File: src/rtl/fetch_unit_pkg.sv
// Shared fetch-unit definitions: width defaults
// and the fetch FSM state encoding.
package fetch_unit_pkg;

  localparam int PC_W_DEF    = 13;
  localparam int INSTR_W_DEF = 32;
  localparam int PC_STEP_DEF = 4;

  typedef enum logic [1:0] {
    IDLE = 2'd0,
    REQ  = 2'd1,
    DROP = 2'd2
  } fetch_state_e;

endpackage

File: src/rtl/fetch_fifo.sv
// Instruction buffer: small synchronous FIFO,
// flush overrides both push and pop.
module fetch_fifo #(
  parameter int WIDTH = 45,
  parameter int DEPTH = 2
) (
  input  logic                     clk,
  input  logic                     i_flush,
  input  logic                     i_push,
  input  logic                     i_pop,
  input  logic [WIDTH-1:0]         i_data,
  output logic [WIDTH-1:0]         o_data,
  output logic [$clog2(DEPTH):0]   o_count
);

  localparam int AW = $clog2(DEPTH);
  localparam int CW = AW + 1;

  logic [WIDTH-1:0] r_mem [DEPTH];
  logic [AW-1:0]    r_wr;
  logic [AW-1:0]    r_rd;
  logic [CW-1:0]    r_count;
  logic             w_push;
  logic             w_pop;

  assign w_pop  = i_pop && (r_count != '0);
  assign w_push = i_push && (r_count != CW'(DEPTH));

  // pointers and occupancy
  always_ff @(posedge clk) begin
    if (i_flush) begin
      r_wr    <= '0;
      r_rd    <= '0;
      r_count <= '0;
    end else begin
      if (w_push) r_wr <= r_wr + 1'b1;
      if (w_pop)  r_rd <= r_rd + 1'b1;
      r_count <= r_count + CW'(w_push) - CW'(w_pop);
    end
  end

  // storage, written only on a real push
  always_ff @(posedge clk) begin
    if (w_push && !i_flush) r_mem[r_wr] <= i_data;
  end

  assign o_data  = (r_count == '0) ? '0 : r_mem[r_rd];
  assign o_count = r_count;

endmodule

File: src/rtl/fetch_unit.sv
// Fetch front end: drives the pc register, issues
// imem reads and buffers words for decode.
module fetch_unit
  import fetch_unit_pkg::*;
#(
  parameter int PC_W       = PC_W_DEF,
  parameter int INSTR_W    = INSTR_W_DEF,
  parameter int PC_STEP    = PC_STEP_DEF,
  parameter int FIFO_DEPTH = 2
) (
  input  logic               clk,
  input  logic               reset,
  input  logic [PC_W-1:0]    pcResult,
  output logic [PC_W-1:0]    pcNext,
  output logic               imem_req,
  output logic [PC_W-1:0]    imem_addr,
  input  logic               imem_ack,
  input  logic [INSTR_W-1:0] imem_rdata,
  input  logic               redirect,
  input  logic [PC_W-1:0]    redirect_target,
  output logic               instr_valid,
  input  logic               instr_ready,
  output logic [INSTR_W-1:0] instr,
  output logic [PC_W-1:0]    instr_pc
);

  localparam int CW = $clog2(FIFO_DEPTH) + 1;
  localparam int FW = INSTR_W + PC_W;

  fetch_state_e    r_state;
  fetch_state_e    w_state_nxt;
  logic [PC_W-1:0] r_saved_addr;
  logic            w_ack;
  logic            w_push;
  logic            w_pop;
  logic            w_flush;
  logic            w_valid;
  logic            w_room;
  logic [CW-1:0]   w_count;
  logic [CW:0]     w_cnt_after;
  logic [FW-1:0]   w_head;

  // an ack only counts while a request is out
  assign w_ack   = imem_ack && !reset &&
                   (r_state != IDLE);
  assign w_valid = (w_count != '0);
  assign w_pop   = w_valid && instr_ready;
  assign w_push  = (r_state == REQ) && w_ack &&
                   !redirect;
  assign w_flush = reset || redirect;

  assign w_cnt_after = {1'b0, w_count}
                     + (CW+1)'(w_push)
                     - (CW+1)'(w_pop);
  assign w_room = w_cnt_after < (CW+1)'(FIFO_DEPTH);

  fetch_fifo #(
    .WIDTH (FW),
    .DEPTH (FIFO_DEPTH)
  ) u_fifo (
    .clk     (clk),
    .i_flush (w_flush),
    .i_push  (w_push),
    .i_pop   (w_pop),
    .i_data  ({imem_rdata, pcResult}),
    .o_data  (w_head),
    .o_count (w_count)
  );

  assign instr_valid        = w_valid;
  assign {instr, instr_pc}  = w_head;

  // state register
  always_ff @(posedge clk) begin
    if (reset) r_state <= REQ;
    else       r_state <= w_state_nxt;
  end

  // address of a request abandoned by redirect
  always_ff @(posedge clk) begin
    if (reset)
      r_saved_addr <= '0;
    else if (r_state == REQ && redirect && !w_ack)
      r_saved_addr <= pcResult;
  end

  // next-state logic
  always_comb begin
    w_state_nxt = r_state;
    unique case (r_state)
      IDLE: begin
        if (redirect || w_room) w_state_nxt = REQ;
      end
      REQ: begin
        if (redirect)
          w_state_nxt = w_ack ? REQ : DROP;
        else if (w_ack)
          w_state_nxt = w_room ? REQ : IDLE;
      end
      DROP: begin
        if (w_ack) w_state_nxt = REQ;
      end
      default: w_state_nxt = REQ;
    endcase
  end

  // request, address and pcNext outputs
  always_comb begin
    imem_req  = 1'b0;
    imem_addr = pcResult;
    if (!reset) begin
      unique case (r_state)
        REQ:  imem_req = 1'b1;
        DROP: begin
          imem_req  = 1'b1;
          imem_addr = r_saved_addr;
        end
        default: imem_req = 1'b0;
      endcase
    end
    if (reset)
      pcNext = '0;
    else if (redirect)
      pcNext = redirect_target & ~PC_W'(3);
    else if (r_state == REQ && imem_ack)
      pcNext = pcResult + PC_W'(PC_STEP);
    else
      pcNext = pcResult;
  end

endmodule

File: config.mk
export PLATFORM = sky130hd
export DESIGN_NAME = fetch_unit
export DESIGN_NICKNAME = d
export VERILOG_FILES = /design/src/rtl/fetch_unit_pkg.sv /design/src/rtl/fetch_fifo.sv /design/src/rtl/fetch_unit.sv
export SDC_FILE = /design/constraint.sdc
export NUM_CORES = 1
export LEC_CHECK = 0
export BUFFER_PORTS_ARGS = -buffer_cell sky130_fd_sc_hd__buf_2
export CORE_MARGIN = 4
export CORE_UTILIZATION = 52
export CTS_BUF_LIST = sky130_fd_sc_hd__clkbuf_16
export DETAILED_ROUTE_END_ITERATION = 7
export GPL_TIMING_DRIVEN = 0
export PLACE_DENSITY = 0.87
export RECOVER_POWER = 100
export SYNTH_ARGS = -nofsm -noshare
export SYNTH_HDL_FRONTEND = slang
export SYNTH_SLANG_ARGS = --single-unit
File: constraint.sdc
create_clock -name clk -period 5.1 [get_ports clk]
set_input_delay 0 -clock clk [delete_from_list [all_inputs] [get_ports clk]]
set_output_delay 0 -clock clk [all_outputs]
set_load 0.01 [all_outputs]
==> impl_results.md <==
- Sw frac: 0.2327
- Min Hold Slack: 0.2386 ns
- Max_slew headroom: -0.05970
- Max Freq: 263.5 MHz
- Crit Path Max Fanout: 30
- Status: finished, violations left
- Avg Cell Area, Syn: 12.64 µm²
- WP data required: 5.13 ns
- First-pass GRT wire length: 18740 µm
- DRC errors left: 0
- DRT Pass-1 Iters: 5
- Final worst-path cycle share: 0.7442
- Worst setup margin: 1.304 ns
- WS Path Type: reg2reg
- Synth top cells by count: edfxtp_1 (90), nor2_1 (56), mux2i_1 (49)
- CTS clock-pin slew for the worst setup and hold paths: 0.07 ns
- Area leader, netlist: edfxtp_1
- CTS tree: built
- RR Endpoint: u_fifo.r_mem[0][39]
- Dpl cells: 652
- PostCTS Resize Cnt: 0
- CTS Root Cell: clkbuf_16
- Number of global-route vias before repair: 3827
- Crit-path slowest cell: nor2b_1
- R2R Path Start: r_state[1]
- WL/cell: 16.31 µm
- Synthesized netlist cell count: 389
- Pin count of the biggest net entering global routing: 31
- Post-CTS Hold Buffers: 45
- Power per cell area: 302.5 nW/µm²
- Post-synth cell types: 36
- Psw: 446.9 µW
- Antenna violations before repair: 0
- Total number of vias: 3656
- Startpoint Class: register
- Area grow syn2layout: 29.13%
- CP Cell Sequence: inv_1 -> ha_1 -> clkbuf_1 -> nand2_1 -> a2111oi_0 -> nor2b_1 -> buf_12
- GRT overflow: 0
- Max-cap violations: 1
- Final setup fails: 0
- H-Tree Depth: 3
- Crit path capture type: register
- Worst r2r path cells: 7
- # clock sinks: 110
- Main area contributors after synthesis: edfxtp_1 (55%), mux2i_1 (10%), dfxtp_1 (8.1%)
- Clock share of power: 0.363
- IO Pins: 136
- Die Ht: 105.3 µm
- Hold crit path type: in2reg
- Rows: 35
- Setup WS pre-CTS: 2.222 ns
- Async SR Flop Fraction: 0
- R2r setup slk: 1.30 ns
- Post-Syn Area: 4918 µm²
- Dpl hpwl: 7557 µm
- Ratio of cells with drive above 1 in the final layout: 0.1079
- PortBufs: 132
- Worst-margin pin slew: 1.586 ns
- RePlAce Congestion: 0.8804
- Post-CTS Setup Bufs: 0
- Leakage power: 2.185 nW
- Die ar.: 11080 µm²
- Antenna viol nets, final: 0
- Hold path depth: 4
- Failing checks: capacitance limit, slew limit
- Final hold viol count: 0
- Initial DRC count: 178
- RSZ-0062 raised after global routing: false
- Final cell count without fillers: 713
- Yosys top cell area share: 0.5495
- Yosys reg bits: 110
- Antenna diodes: 0
- Max IR drop VDD: 0.0002146 V
- Starting Density: 0.5323
- Endpoint, Worst Hold: r_state[0]
- Combinational Power Share: 0.112
- Mapped Nets: 460
- Total Negative Setup Slacks: 0 ns
- Critical Path AT: 3.83 ns
- Hold Startpoint: imem_ack
- Cell-internal power: 1.474 mW
- Ys flop type: edfxtp_1
- Most common cell in the netlist: edfxtp_1
- Vias per cell: 5.128
- Final Power: 1.921 mW
- Slew Viols, Final: 16
- Seq pwr share: 0.525
- CTS buffer count: 9
- Post-layout min period: 3.796 ns
- Seq/Total Area, Yosys: 0.6309
- Final clock skew: 0.008880 ns
- Clk_lat worst skew: 0.34 ns
- Core area: 9240 µm²
- Die W: 105.3 µm
- Wirelength, routed: 11630 µm
- Crit path largest cell delay: 1.30 ns
- Post-layout net count: 650
- Yosys synthesis warning count: 0
- Clock buffer depth: 2
- GRT Total Usage: 0.2109
- Number of synthesized flops with an enable pin: 90
==> worst max path at each step <==
| stage | start | slack, ns | end | cells past startpoint |
|---|---|---|---|---|
| floorplan | r_state[1] | 1.55 | u_fifo.r_mem[0][0] | 6 |
| finish | r_state[1] | 1.30 | u_fifo.r_mem[0][39] | 7 |
| detailed placement | r_state[1] | 2.22 | r_state[1] | 12 |
| global placement | r_state[1] | 0.46 | u_fifo.r_mem[0][18] | 6 |
| CTS | r_state[1] | 2.20 | r_state[1] | 12 |
| global route | r_state[1] | 1.07 | u_fifo.r_mem[0][15] | 7 |
==> sequential cells by signal, summed over array words and instances, names as in the netlist, named ones only <==
register / flops
r_state: 2
u_fifo.r_wr: 1
u_fifo.r_rd: 1
u_fifo.o_count: 2
u_fifo.r_mem: 90
r_saved_addr: 13
==> placed cells by master (no fill, tap or decap), drive strengths merged, types with 2 or more instances in the layout <==
master / count
clkbuf: 130
edfxtp: 90
nor2: 57
mux2i: 49
dlygate4sd3: 45
nand2: 34
buf: 34
a21oi: 20
dfxtp: 20
inv: 18
mux2: 14
xnor2: 12
ha: 7
and2: 6
o21a: 6
nand4: 5
nand3: 5
o21ai: 5
nor2b: 4
or3: 3
nor3: 2
xor2: 2
clkinv: 2
==> power by group through the flow <==
| stage | Combinational, mW | Clock (mW) | Sequential (mW) |
|---|---|---|---|
| 2_1_floorplan | 0.115 | 0 | 1.03 |
| 3_3_place_gp | 0.191 | 0 | 1.03 |
| 3_5_place_dp | 0.201 | 0 | 1.03 |
| 4_1_cts | 0.230 | 0.706 | 1.01 |
| 5_1_grt | 0.237 | 0.741 | 1.01 |
| 6_report | 0.215 | 0.698 | 1.01 |
==> logic make-up after synthesis <==
| logic type | Yosys count | share of synthesized area |
|---|---|---|
| xor+xnor | 14 | 0.02493 |
| compound gates | 36 | 0.04681 |
| simple gates | 122 | 0.1102 |
| mux | 63 | 0.1318 |
| fa+ha+maj | 8 | 0.02188 |
| flops | 110 | 0.6309 |
| buf+inv | 36 | 0.03358 |
==> layout make-up <==
cell class,instances,area (µm²)
Buffer,21,91.34
Fill cell,691,2889
Multi-Input combinational cell,243,1622
Sequential cell,110,3103
Timing Repair Buffer,179,1018
Clock inverter,7,73.82
Clock buffer,9,225.2
Inverter,15,56.30
Tap cell,129,161.4
==> metrics by stage <==
| step | instance area, µm² | utilization |
|---|---|---|
| 2_1_floorplan | 4918 | - |
| 3_3_place_gp | 5741 | 0.6213 |
| 3_5_place_dp | 5789 | 0.6265 |
| 4_1_cts | 6539 | 0.7077 |
| 5_1_grt | 6351 | 0.6873 |
| 6_report | 6351 | 0.6873 |
==> routing by layer <==
layer | track usage | vias up | wire length [µm]
li1 | - | 1757 | -
met5 | 0 | - | 0
met4 | 0.03749 | 0 | 122
met3 | 0.04654 | 15 | 764
met1 | 0.2580 | 1728 | 4752
met2 | 0.3852 | 156 | 5993
==> critical path, delay by kind of cell (launching register included) <==
family,cells,cell delay [ns]
AND/OR/NAND/NOR,2,1.52
AO/OA/AOI/OAI,1,0.77
buffers and inverters,3,0.71
flip-flops,1,0.33
adder cells (fa/ha/maj),1,0.15
(Power assumes the default switching activity.)
